$ cat config.mk
export PLATFORM = sky130hd
export DESIGN_NAME = gate_sweep_ctrl
export DESIGN_NICKNAME = d
export VERILOG_FILES = /design/src/rtl/gate_sweep_ctrl.sv
export SDC_FILE = /design/constraint.sdc
export NUM_CORES = 1
export LEC_CHECK = 0
export CORE_AREA = 2 2 45 47
export DETAILED_ROUTE_END_ITERATION = 12
export DIE_AREA = 0 0 47 49
export PLACE_DENSITY_LB_ADDON = 0.08
export SKIP_LAST_GASP = 1
export SLEW_MARGIN = 20
export SYNTH_ARGS = -nofsm -noshare
export SYNTH_HDL_FRONTEND = slang
export SYNTH_SLANG_ARGS = --single-unit
$ cat constraint.sdc
create_clock -name clk_i -period 1.85 [get_ports clk_i]
set_clock_uncertainty 0.1 [all_clocks]
set_input_delay 0.37 -clock clk_i [delete_from_list [all_inputs] [get_ports clk_i]]
set_output_delay 0.37 -clock clk_i [all_outputs]
set_load 0.1 [all_outputs]
$ cat src/rtl/gate_sweep_ctrl.sv
// Drives all four {a,b} vectors into the gate unit, checks y against the truth table and reports pass/err_count.
// Define GATE_SWEEP_ERRLOG_EN to add fail_vec_o/fail_y_o capture of the first failing vector.
module gate_sweep_ctrl #(
    parameter int unsigned HOLD_CYCLES = 4
) (
    input  logic       clk_i,
    input  logic       rst_n_i,
    input  logic       start_i,
    input  logic [2:0] y_i,
    output logic       a_o,
    output logic       b_o,
    output logic       busy_o,
    output logic       done_o,
    output logic       pass_o,
`ifdef GATE_SWEEP_ERRLOG_EN
    output logic [1:0] fail_vec_o,
    output logic [2:0] fail_y_o,
`endif
    output logic [2:0] err_count_o
);

    typedef enum logic [1:0] {
        S_IDLE,
        S_DRIVE,
        S_SAMPLE,
        S_DONE
    } state_e;

    localparam logic [3:0] HOLD_LAST = 4'(HOLD_CYCLES - 1);

    state_e     state_q, state_d;
    logic [1:0] vec_q, vec_d;
    logic [3:0] cnt_q, cnt_d;
    logic       a_q, a_d;
    logic       b_q, b_d;
    logic [2:0] err_q, err_d;
    logic       pass_q, pass_d;
    logic [2:0] expected;
    logic       mismatch;
`ifdef GATE_SWEEP_ERRLOG_EN
    logic [1:0] fail_vec_q, fail_vec_d;
    logic [2:0] fail_y_q, fail_y_d;
`endif

    assign expected = {a_q & b_q, a_q | b_q, ~a_q};
    assign mismatch = (y_i != expected);

    always_comb begin
        // NOTE: every next-state signal gets a hold default first so no path infers a latch.
        state_d = state_q;
        vec_d   = vec_q;
        cnt_d   = cnt_q;
        a_d     = a_q;
        b_d     = b_q;
        err_d   = err_q;
        pass_d  = pass_q;
`ifdef GATE_SWEEP_ERRLOG_EN
        fail_vec_d = fail_vec_q;
        fail_y_d   = fail_y_q;
`endif
        unique case (state_q)
            S_IDLE: begin
                a_d = 1'b0;
                b_d = 1'b0;
                if (start_i) begin
                    state_d = S_DRIVE;
                    vec_d   = 2'd0;
                    cnt_d   = 4'd0;
                    err_d   = 3'd0;
                    pass_d  = 1'b0;
`ifdef GATE_SWEEP_ERRLOG_EN
                    fail_vec_d = 2'd0;
                    fail_y_d   = 3'd0;
`endif
                end
            end
            S_DRIVE: begin
                if (cnt_q == HOLD_LAST) begin
                    state_d = S_SAMPLE;
                    cnt_d   = 4'd0;
                end else begin
                    cnt_d = cnt_q + 4'd1;
                end
            end
            S_SAMPLE: begin
                if (mismatch) begin
                    err_d = err_q + 3'd1;
`ifdef GATE_SWEEP_ERRLOG_EN
                    if (err_q == 3'd0) begin
                        fail_vec_d = {a_q, b_q};
                        fail_y_d   = y_i;
                    end
`endif
                end
                // The next vector is loaded on the same edge that leaves SAMPLE so it gets the full hold window.
                if (vec_q == 2'd3) begin
                    state_d = S_DONE;
                    a_d     = 1'b0;
                    b_d     = 1'b0;
                    pass_d  = (err_d == 3'd0);
                end else begin
                    state_d = S_DRIVE;
                    vec_d   = vec_q + 2'd1;
                    a_d     = vec_d[1];
                    b_d     = vec_d[0];
                end
            end
            S_DONE: begin
                state_d = S_IDLE;
            end
            default: state_d = S_IDLE;
        endcase
    end

    always_ff @(posedge clk_i) begin
        // NOTE: reset is synchronous; sequential state uses non-blocking assignments only.
        if (!rst_n_i) begin
            state_q <= S_IDLE;
            vec_q   <= 2'd0;
            cnt_q   <= 4'd0;
            a_q     <= 1'b0;
            b_q     <= 1'b0;
            err_q   <= 3'd0;
            pass_q  <= 1'b0;
`ifdef GATE_SWEEP_ERRLOG_EN
            fail_vec_q <= 2'd0;
            fail_y_q   <= 3'd0;
`endif
        end else begin
            state_q <= state_d;
            vec_q   <= vec_d;
            cnt_q   <= cnt_d;
            a_q     <= a_d;
            b_q     <= b_d;
            err_q   <= err_d;
            pass_q  <= pass_d;
`ifdef GATE_SWEEP_ERRLOG_EN
            fail_vec_q <= fail_vec_d;
            fail_y_q   <= fail_y_d;
`endif
        end
    end

    assign a_o         = a_q;
    assign b_o         = b_q;
    assign busy_o      = (state_q == S_DRIVE) || (state_q == S_SAMPLE);
    assign done_o      = (state_q == S_DONE);
    assign pass_o      = pass_q;
    assign err_count_o = err_q;
`ifdef GATE_SWEEP_ERRLOG_EN
    assign fail_vec_o  = fail_vec_q;
    assign fail_y_o    = fail_y_q;
`endif

endmodule

# After elaboration in Yosys (flattened, before gate mapping)
# Cells that the tools add are included.
totals:
  ff_bits: 14
  latch_bits: 0
  mem_bits_rw: 0
  mem_bits_ro: 0
  input_bits: 6
  mem_count: 0
classes:
  add_sub_neg: 3
  multipliers: 0
  n_div: 0
  order_cmp: 0
  eq_ne: 10
  shift: 0
  muxes: 21
  n_bitwise: 3
  reduce_logical: 10
op_table:
  columns: ["op", "n"]
  rows:
  - ["$mux W2", 5]
  - ["$mux W3", 3]
  - ["$mux W4", 2]
  - ["$ne A2 B2 Y1 const B", 4]
  - ["$pmux W2 S4", 1]
  - ["$pmux W4 S2", 1]
  - ["$eq A2 B2 Y1 const B", 3]
  - ["$pmux W1 S2", 3]
  - ["$pmux W3 S2", 1]
  - ["$reduce_and A2 Y1", 3]
  - ["$reduce_and A3 Y1", 2]
  - ["$add A4 B1 Y4 const B", 1]
  - ["$eq A4 B2 Y1 const B", 1]
  - ["$mux W1", 4]
  - ["$pmux W2 S2", 1]
  - ["$reduce_bool A2 Y1", 2]
  - ["$add A3 B1 Y3 const B", 1]
  - ["$logic_not A3 Y1", 1]
  - ["$ne A3 B3 Y1", 1]
  - ["$add A2 B1 Y2 const B", 1]
  - ["$eq A2 B1 Y1 const B", 1]
  - ["$logic_not A2 Y1", 1]
  - ["$and A1 B1 Y1", 1]
  - ["$logic_or A1 B1 Y1", 1]
  - ["other kinds (2)", 2]

# Longest topological paths before layout
depth:
  ltp_word: 7
  mapped_depth: 8

# Least setup slack after synthesis
# No wires, ideal clock.
synth_path:
  kind: "reg-to-reg"
  start: "reg b_q (netlist: b_o)"
  end: "reg pass_q (netlist: pass_o)"
  setup_time_ns: 0.128
  arrival_ns: 1.952
  path_slack_ns: -0.330
  stages_incl_launch_ff: 6
  path_buffers: 0
  synth_period_minus_slack_ns: 2.180
  cell_sequence: "dfxtp_1 -> nor4b_1 -> mux2_4 -> a31oi_4 -> mux2i_1 -> o41ai_2"
synth_via:
  elab_chain_cells: 7
synth_lines:
  columns: ["element", "line", "source"]
  rows:
  - ["start, declared", "35", "logic b_q, b_d;"]
  - ["start signal, assigned", "122", "b_q <= 1'b0;"]
  - ["start signal, assigned", "134", "b_q <= b_d;"]
  - ["$or A1 B1 Y1 or $and A1 B1 Y1 (tied branches)", "45", "assign expected = {a_q & b_q, a_q | b_q, ~a_q};"]
  - ["$ne A3 B3 Y1 (*)", "46", "assign mismatch = (y_i != expected);"]
  - ["$mux W3 (*)", "86", "if (mismatch) begin"]
  - ["$mux W3 (*)", "61", "unique case (state_q)"]
  - ["$logic_not A3 Y1 (*)", "100", "pass_d = (err_d == 3'd0);"]
  - ["$mux W1 (*)", "96", "if (vec_q == 2'd3) begin"]
  - ["$pmux W1 S2 (*)", "61", null]
  - ["end signal, assigned", "136", "pass_q <= pass_d;"]
  - ["end, declared", "37", "logic pass_q, pass_d;"]
# Mark *: on every way between the ends. The rest lies on a longest branch, timed or not. The select of a mux whose other input is x is not followed.
# A chain may end at the register's enable or synchronous reset.

# Worst setup path after layout
layout_path:
  start: "in y_i[0]"
  end: "reg err_q[1] (netlist: err_count_o[1])"
layout_via:
  elab_chain_cells: 4
layout_lines:
  columns: ["element", "line", "source"]
  rows:
  - ["start, declared", "9", "input logic [2:0] y_i,"]
  - ["$ne A3 B3 Y1", "46", null]
  - ["$mux W3", "86", null]
  - ["$mux W3", "61", null]
  - ["$pmux W3 S2", "61", null]
  - ["end signal, assigned", "135", "err_q <= err_d;"]
  - ["end, declared", "36", "logic [2:0] err_q, err_d;"]
# Every way passes these cells. The select of a mux whose other input is x is not followed.

==> qor.csv <==
metric,value,unit
ys_async_sr_fraction,0,%
antennaDiodeCount,0,
grtUsageTotal,18.4,%
syn_area_per_cell,8.65,µm²
critPathLaunch,y_i[0],
grt_use_met2,29.5,%
netlist_top_cells_area,"dfxtp_1, ha_1, nand2_1",
die_y,49,µm
yosysTopAreaCellShare,32.1,%
ant_nets,0,
r2r-start,state_q[1],
via_per_inst,5.23,
status,"complete, no violations",
timing_worst_setup_path_type,in2reg,
coreArea,1840,µm²
critPathRequiredTime,1.91,ns
fin_crit,1.73,ns
cp-endpoint,err_count_o[1],
ys_ff_latch,14,
worstMarginPinSlew,0.466,ns
post-cts-setup-buffers,0,
worst_ep_arrival_time,1.79,ns
grtUsageMet3,3.33,%
areaGrowthSynthToFinish,42.1,%
ys_types,33,
critPathLaunchType,input port,
period_share,93.5,%
place_congestion,0.781,
cts_max_level,1,
postCtsResizedCells,0,
die_width,47,µm
synth_most_common_cell,dfxtp_1,
io_pins,14,
syn_nets,115,
placed_area,1200,µm²
path_max_fanout,4,
clock_latency,0.29,ns
worst_ir_drop_vdd,0.915,mV
synth-edff-count,0,
hold-worst-slack,0.393,ns
cts_made_buffers,3,
clockBufferDepth,2,
hold_path_class,reg2reg,
synth_commonest_cells,"dfxtp_1, nand2_1, nor2_1",
drt-initial-drc-count,18,
die_area,2300,µm²
dp_hpwl,1440,µm
cts_tree,built,
p_leak,0.497,nW
cts_sinks,14,
postCtsHoldBufs,0,
buffer_ports.inserted,13,
finalNetCount,142,
dr.pass1.iters,4,
rrSetupSlack,0.20,ns
grt_pass1_vias,760,
hold_viol,0,
ys.flop_type,dfxtp_1,
reg2reg_depth,7,
yosysSeqAreaShare,32.1,%
grt_pass1_wl,3150,µm
row_count,16,
yosys.area.top_type,dfxtp_1,
synth_warnings,0,
top_usage_layer,met2,
rsz0062_at_grt,no,
antenna_found_initial,0,
p_total,1.50,mW
slew_headroom,68.7,%
drc,0,
crit_path_end_kind,register,
clock-root-buffer,clkbuf_4,
fin_util,67.4,%
netlist_area,873,µm²
setup_viol_count_final,0,
netlist_instances,101,
wl,1860,µm
overflow,0,
routedWlPerCell,12.2,µm
r2r_end,err_count_o[1],
max_freq,578,MHz
vias,800,
final_layout_size_suffix_gt1_share,27.8,%
maxSlewViolCount,0,
path_clk_slew,0.09,ns
max_cap_violations,0,
finish.instance_area,1240,µm²
grt_max_degree,15,
initial_core_util,47.4,%
power_density,1210,nW/µm²
grt_use_met1,24.5,%
==> where the power goes <==
group / switching (mW) / internal (mW)
Sequential: 0.0416 / 0.345
Combinational: 0.564 / 0.368
Clock: 0.107 / 0.0757
Total: 0.712 / 0.789
==> cell type report <==
cell class	instances	area [µm²]
Tap cell	27	33.8
Multi-Input combinational cell	81	588
Sequential cell	14	285
Timing Repair Buffer	25	300
Inverter	3	11.3
Fill cell	161	601
Clock buffer	3	22.5
==> flip-flops by register name, indices dropped and copies added, names as in the netlist <==
| register | cells |
|---|---|
| state_q | 2 |
| cnt_q | 4 |
| a_o | 1 |
| vec_q | 2 |
| pass_o | 1 |
| err_count_o | 3 |
| b_o | 1 |
==> worst min-delay path by stage <==
stage               startpoint  slack [ns]       end  cells past startpoint
floorplan             cnt_q[0]        0.36  cnt_q[0]                      2
global placement      cnt_q[0]        0.37  cnt_q[0]                      2
detailed placement    cnt_q[0]        0.38  cnt_q[0]                      2
CTS                   cnt_q[0]        0.40  cnt_q[0]                      2
global route          cnt_q[0]        0.43  cnt_q[0]                      2
finish                cnt_q[0]        0.39  cnt_q[0]                      2
==> cells in the final DEF, fill, tap and decap left out <==
master and instances:
nand2_1 11, o211ai_1 1, inv_1 3, a32oi_1 1, nor3_1 2, buf_4 12, a311oi_1 1, nor4b_2 2
a22o_1 1, nand4b_1 2, and4b_1 1, mux2i_1 2, nand2b_1 4, clkbuf_4 3, o21ai_0 3, o21ai_1 1
nor2_1 11, o21ai_2 1, ha_1 8, a21oi_2 1, a22oi_1 4, dfxtp_2 4, a21oi_1 6, nor3b_1 2
nor2b_1 1, a31oi_4 1, nand3b_1 5, mux2_4 1, a211oi_1 1, buf_12 8, dfxtp_1 10, nor2b_2 1
o41ai_2 1, a21o_1 1, a32o_1 1, nand3_1 2, clkdlybuf4s50_1 5, a31oi_1 1
==> metal layers <==
layer  up-vias  routed length, µm
met4         0                 23
met2        12                822
li1        424                  -
met3         3                 46
met5         -                  0
met1       361                969
==> cell families after synthesis <==
group                      after synthesis  share of synthesized area (%)
and+or+nand+nor                         44                           27.2
AOI/OAI and AO/OA                       26                           22.5
DFF                                     14                           32.1
adders and majority gates                8                           11.5
buffers and inverters                    6                           2.72
muxes                                    3                           4.01
==> critical path, stage by stage <==
cell             delay (ns)
clkdlybuf4s50_1        0.45
nor4b_2                0.18
mux2_4                 0.28
a31oi_4                0.18
buf_4                  0.15
nand3b_1               0.10
a21oi_1                0.07
==> per-stage QoR <==
step                TNS [ns]  cells  worst slack, ns
global route               0    153           0.0428
floorplan                  0    101           0.0305
CTS                        0    153            0.112
detailed placement    -0.538    150           -0.186
global placement      -0.412    150           -0.130
finish                     0    153            0.119
No activity file was read; power rests on OpenSTA's default activity.
